--- src/rtl/exception_responder.sv ---
// rtl/exception_responder.sv - prioritised exception capture and flush/redirect recovery sequencer
module exception_responder #(
   parameter logic [31:0] HANDLER_VEC  = 32'h0000_0080,
   parameter int          FLUSH_CYCLES = 2,
   parameter int          CNT_W        = 8
) (
   input  logic             clk,
   input  logic             rst,
   input  logic             pc_exception,
   input  logic             reg_error,
   input  logic [7:0]       alu_status,
   input  logic [1:0]       mem_sig,
   input  logic [31:0]      cur_pc,
   input  logic             eret,
   output logic             flush,
   output logic             pc_redirect,
   output logic [31:0]      redirect_pc,
   output logic [31:0]      epc,
   output logic [2:0]       cause,
   output logic             in_handler,
   output logic             double_fault,
   output logic [CNT_W-1:0] exc_count
);

   typedef enum logic [2:0] {S_IDLE, S_FLUSH, S_ENTER, S_HANDLER, S_RETURN} state_t;

   state_t           state_q, state_d;
   logic [2:0]       flush_cnt_q, flush_cnt_d;
   logic [31:0]      epc_q, epc_d;
   logic [2:0]       cause_q, cause_d;
   logic [CNT_W-1:0] exc_count_q, exc_count_d;
   logic             double_fault_q, double_fault_d;
   logic             flush_q, flush_d;
   logic             pc_redirect_q, pc_redirect_d;
   logic             in_handler_q, in_handler_d;
   logic             misalign_err;
   logic             err;
   logic [2:0]       code;

   assign misalign_err = alu_status[3] & (|mem_sig);
   assign err = pc_exception | reg_error | alu_status[6] | misalign_err | alu_status[2];

   always_comb begin
      code = 3'd0;
      if (pc_exception)       code = 3'd1;
      else if (reg_error)     code = 3'd2;
      else if (alu_status[6]) code = 3'd3;
      else if (misalign_err)  code = 3'd4;
      else if (alu_status[2]) code = 3'd5;
   end

   always_comb begin
      state_d        = state_q;
      flush_cnt_d    = flush_cnt_q;
      epc_d          = epc_q;
      cause_d        = cause_q;
      exc_count_d    = exc_count_q;
      double_fault_d = double_fault_q;
      case (state_q)
         S_IDLE: begin
            if (err) begin
               state_d     = S_FLUSH;
               epc_d       = cur_pc;
               cause_d     = code;
               flush_cnt_d = 3'(FLUSH_CYCLES);
               if (exc_count_q != {CNT_W{1'b1}}) exc_count_d = exc_count_q + CNT_W'(1);
            end
         end
         S_FLUSH: begin
            if (flush_cnt_q <= 3'd1) state_d = S_ENTER;
            else flush_cnt_d = flush_cnt_q - 3'd1;
         end
         S_ENTER:   state_d = S_HANDLER;
         S_HANDLER: if (eret) state_d = S_RETURN;
         S_RETURN:  state_d = S_IDLE;
         default:   state_d = S_IDLE;
      endcase
      // Errors outside IDLE only mark the double fault; the running sequence is untouched.
      if (err && state_q != S_IDLE) double_fault_d = 1'b1;

      flush_d       = (state_d == S_FLUSH) || (state_d == S_RETURN);
      pc_redirect_d = (state_d == S_ENTER) || (state_d == S_RETURN);
      in_handler_d  = (state_d == S_ENTER) || (state_d == S_HANDLER) || (state_d == S_RETURN);
   end

   always_ff @(posedge clk) begin
      if (rst) begin
         state_q        <= S_IDLE;
         flush_cnt_q    <= 3'd0;
         epc_q          <= 32'd0;
         cause_q        <= 3'd0;
         exc_count_q    <= '0;
         double_fault_q <= 1'b0;
         flush_q        <= 1'b0;
         pc_redirect_q  <= 1'b0;
         in_handler_q   <= 1'b0;
      end else begin
         state_q        <= state_d;
         flush_cnt_q    <= flush_cnt_d;
         epc_q          <= epc_d;
         cause_q        <= cause_d;
         exc_count_q    <= exc_count_d;
         double_fault_q <= double_fault_d;
         flush_q        <= flush_d;
         pc_redirect_q  <= pc_redirect_d;
         in_handler_q   <= in_handler_d;
      end
   end

   always_comb begin
      redirect_pc = 32'd0;
      if (state_q == S_ENTER)       redirect_pc = HANDLER_VEC;
      else if (state_q == S_RETURN) redirect_pc = epc_q;
   end

   assign flush        = flush_q;
   assign pc_redirect  = pc_redirect_q;
   assign epc          = epc_q;
   assign cause        = cause_q;
   assign in_handler   = in_handler_q;
   assign double_fault = double_fault_q;
   assign exc_count    = exc_count_q;

endmodule

--- config.mk ---
export PLATFORM = sky130hd
export DESIGN_NAME = exception_responder
export DESIGN_NICKNAME = d
export VERILOG_FILES = /design/src/rtl/exception_responder.sv
export SDC_FILE = /design/constraint.sdc
export NUM_CORES = 1
export LEC_CHECK = 0
export CELL_PAD_IN_SITES_DETAIL_PLACEMENT = 1
export CELL_PAD_IN_SITES_GLOBAL_PLACEMENT = 1
export CORE_MARGIN = 2
export CORE_UTILIZATION = 27
export CTS_BUF_LIST = sky130_fd_sc_hd__clkbuf_4 sky130_fd_sc_hd__clkbuf_8
export DETAILED_ROUTE_END_ITERATION = 8
export PLACE_DENSITY = 0.8
export SYNTH_ARGS = -nofsm -noshare
export SYNTH_HDL_FRONTEND = slang
export SYNTH_SLANG_ARGS = --single-unit
--- constraint.sdc ---
create_clock -name clk -period 2.1 [get_ports clk]
set_input_delay 0.525 -clock clk [delete_from_list [all_inputs] [get_ports clk]]
set_output_delay 0.525 -clock clk [all_outputs]
set_load 0.01 [all_outputs]
==> results.py <==
metrics = {
    "run_status": {
        "status": "complete, no violations",
    },
    "placement": {
        "hpwl_um": 5840,
        "place.gp.congestion": 0.730,
        "dpl.cell_count": 518,
        "port_buffers": 120,
    },
    "critical_path": {
        "startpoint_type": "flop",
        "required_ns": 1.57,
        "worstSetupPathType": "flop to output port",
        "cp-end-kind": "output port",
        "reg2reg_to": "exc_count[3]",
        "arrival_ns": 1.48,
        "reg2reg_slack_ns": 0.15,
        "cp_max_fo": 9,
        "r2r_cells": 6,
        "rr_startpoint": "state_q[0]",
    },
    "cells_and_area": {
        "fin_cells": 528,
        "antenna_cells": 0,
        "post-route-util": 0.469,
        "nFillCells": 1016,
        "drive_gt1_frac": 0.135,
        "syn_to_final_growth_pct": 68.3,
        "nNetsFinal": 472,
    },
    "synthesis": {
        "synthAdderAreaFrac": 0.0164,
        "syn_nets": 338,
        "synth_area_leaders": "dfxtp_1, nand2_1, a21oi_1",
        "synth.ff_latch_count": 53,
        "synth_top_family_by_area": "simple AND/OR/NAND/NOR gates",
        "syn_area_per_cell_um2": 7.95,
        "synth_simple_gate_area_frac": 0.291,
        "synthMuxAreaShare": 0.00492,
        "synth-compound-area-share": 0.178,
        "synthCells": 288,
        "syn_area_mm2": 0.00229,
        "ys_seq_area_frac": 0.463,
        "synth_cell_types": 40,
        "synth_top_area_frac": 0.463,
        "ys_warn_count": 0,
        "synthXorXnorAreaFrac": 0.00383,
        "synth_top_area_cell": "dfxtp_1",
    },
    "floorplan": {
        "die_area_mm2": 0.00923,
        "die_height_um": 96.1,
        "ioPinCount": 126,
        "core_area_mm2": 0.00822,
        "dieWidth_um": 96.1,
        "initial_core_util": 0.279,
        "rows": 33,
    },
    "timing": {
        "slew-limit-headroom": 0.642,
        "fin_crit_sh": 0.957,
        "fmax_ghz": 0.498,
        "setup_viol": 0,
        "drv_slew": 0,
        "rsz0062_at_grt": "no",
        "hold_violations": 0,
        "period_needed_ns": 2.01,
        "fin_worst_skew_ns": 0.00602,
        "worst_pin_slew_ns": 0.536,
        "fin_tns_setup_ns": 0,
        "holdWs_ns": 0.475,
    },
    "route": {
        "drc": 0,
        "viasPerCell": 4.66,
        "drt_wl_total_um": 7550,
        "drt_iter0_markers": 69,
        "wire_per_inst_um": 14.3,
        "ant_nets": 0,
        "dr.pass1.iters": 4,
        "vias": 2460,
    },
    "hold_path": {
        "hold_path_end": "epc[18]",
        "hold_depth": 2,
        "min_from": "epc[18]",
        "worstHoldPathType": "flop to flop",
    },
    "grt": {
        "grt_pass1_wl_um": 12000,
        "globalRoute.totalOverflow": 0,
        "grt_usage": 0.162,
        "antenna_found_initial": 0,
        "grt_max_degree": 28,
        "grt_pass1_vias": 2603,
    },
    "clock_network": {
        "cts_tree": "yes",
        "cts.sinks": 53,
        "clkTransAtPathRegs_ns": 0.09,
        "clockRootBuffer": "clkbuf_8",
        "cts_buffers": 5,
        "cts_buffer_depth": 2,
        "clk_latency_ns": 0.29,
        "htree_num_levels": 2,
        "postCtsHoldBufs": 0,
    },
    "job": {
        "cap_violations": 0,
    },
    "power_and_ir_drop": {
        "ir_worst_vdd_v": 0.000621,
        "p_total_mw": 4.07,
        "leakagePower_nw": 1.56,
        "power_density_mw_per_mm2": 1060,
    },
}
-- cells in the final DEF, fill, tap and decap left out, types with 2 or more instances in the layout --
master,netlist,final
clkdlybuf4s50_1,0,87
nand2_1,70,70
dfxtp_1,53,52
a21oi_1,43,43
and2_1,31,31
buf_4,0,17
clkbuf_2,0,16
nor2_1,12,12
clkdlybuf4s15_1,0,12
clkbuf_8,0,6
inv_1,5,5
nor3b_1,5,4
nand3_1,4,4
o21a_1,4,4
o21ai_0,4,4
buf_6,1,4
dlygate4sd2_1,0,4
buf_12,0,4
nor3_1,3,3
or4_1,3,3
ha_1,3,3
or3_1,2,2
o41ai_1,2,2
nor2b_1,2,2
nor4_1,3,2
o31ai_1,2,2
-- cell type report --
cell class / count / area [um^2] / share of cell area
clock buffers: 7 / 90.1 / 0.0234
repair buffers: 145 / 1360 / 0.354
well taps: 105 / 131 / 0.0341
flip-flops and latches: 53 / 1060 / 0.276
inverters: 5 / 18.8 / 0.00487
clock inverters: 1 / 30.0 / 0.00779
multi-input cells: 212 / 1160 / 0.300
-- metal layers --
layer	vias to the layer above	part of all wire	GRT usage
li1	1236	-	-
met1	1151	0.41	0.185
met2	69	0.52	0.305
met3	4	0.057	0.0337
met4	0	0.0072	0.0381
met5	-	0	0
-- worst max-delay path by stage --
stage,to,slack [ns],cells after the start,startpoint
global placement,epc[4],-0.11,7,pc_exception
floorplan,exc_count[5],0.24,6,state_q[2]
finish,redirect_pc[3],0.09,5,state_q[0]
detailed placement,epc[9],-0.17,7,reg_error
global route,redirect_pc[13],0.0001,5,state_q[0]
CTS,redirect_pc[21],0.02,5,state_q[0]
-- worst max-delay path, stage by stage (launching register included) --
cell and delay, ns:
dfxtp_1 0.35, nor3b_4 0.19, buf_6 0.15, buf_6 0.13, and2_1 0.12, dlygate4sd2_1 0.26
-- cells in the mapped netlist --
master	instances
clkbuf_1	15
and3_1	1
a21oi_2	1
nand3b_1	1
nor2_1	12
and2_1	31
a21oi_1	43
nor4_1	3
o21bai_1	1
o21ba_2	1
buf_2	2
a211o_1	1
o311ai_0	1
or4_1	3
o21a_1	4
nand3_1	4
mux2_2	1
nor2b_1	2
a22o_1	1
xor2_1	1
or3_1	2
o221a_2	1
a221oi_1	1
nor3b_1	5
ha_1	3
inv_1	5
nand4_1	1
nand2b_1	1
buf_6	1
o21ai_0	4
a21o_1	1
a211oi_1	1
o211a_1	1
nand2_1	70
o21ai_1	1
o211ai_1	1
nor3_1	3
o31ai_1	2
o41ai_1	2
dfxtp_1	53
-- through the flow --
stage	setup slack [ns]	cell area, um^2
floorplan	0.242	2290
global placement	-0.110	3770
detailed placement	-0.172	3770
CTS	0.0228	3890
global route	0.000131	3850
finish	0.0912	3850
-- logic make-up after synthesis --
kind of cell             after synthesis
AO/OA/AOI/OAI                         68
flip-flops                            53
buffers and inverters                 23
AND/OR/NAND/NOR                      139
adder cells (fa/ha/maj)                3
multiplexers                           1
XOR/XNOR                               1
-- report_power, final --
| group | internal [mW] | switching, mW | leakage [nW] | total [mW] |
|---|---|---|---|---|
| Sequential | 1.26 | 0.183 | 0.437 | 1.44 |
| Combinational | 1.00 | 0.911 | 1.06 | 1.91 |
| Clock | 0.402 | 0.314 | 0.0619 | 0.716 |
-- repair_timing --
item                       in CTS  in global routing
gates resized for setup        38                 46
setup buffers                   1                  0
pin swaps                       1                  0
setup endpoints to repair      32                 42
gates cloned                    1                  0
-- flip-flops by register name, indices dropped and copies added (netlist names) --
name          flops
cause             3
exc_count         8
state_q           3
flush_cnt_q       3
epc              32
in_handler        1
flush             1
pc_redirect       1
double_fault      1
Power figures use the tool's default switching activity.
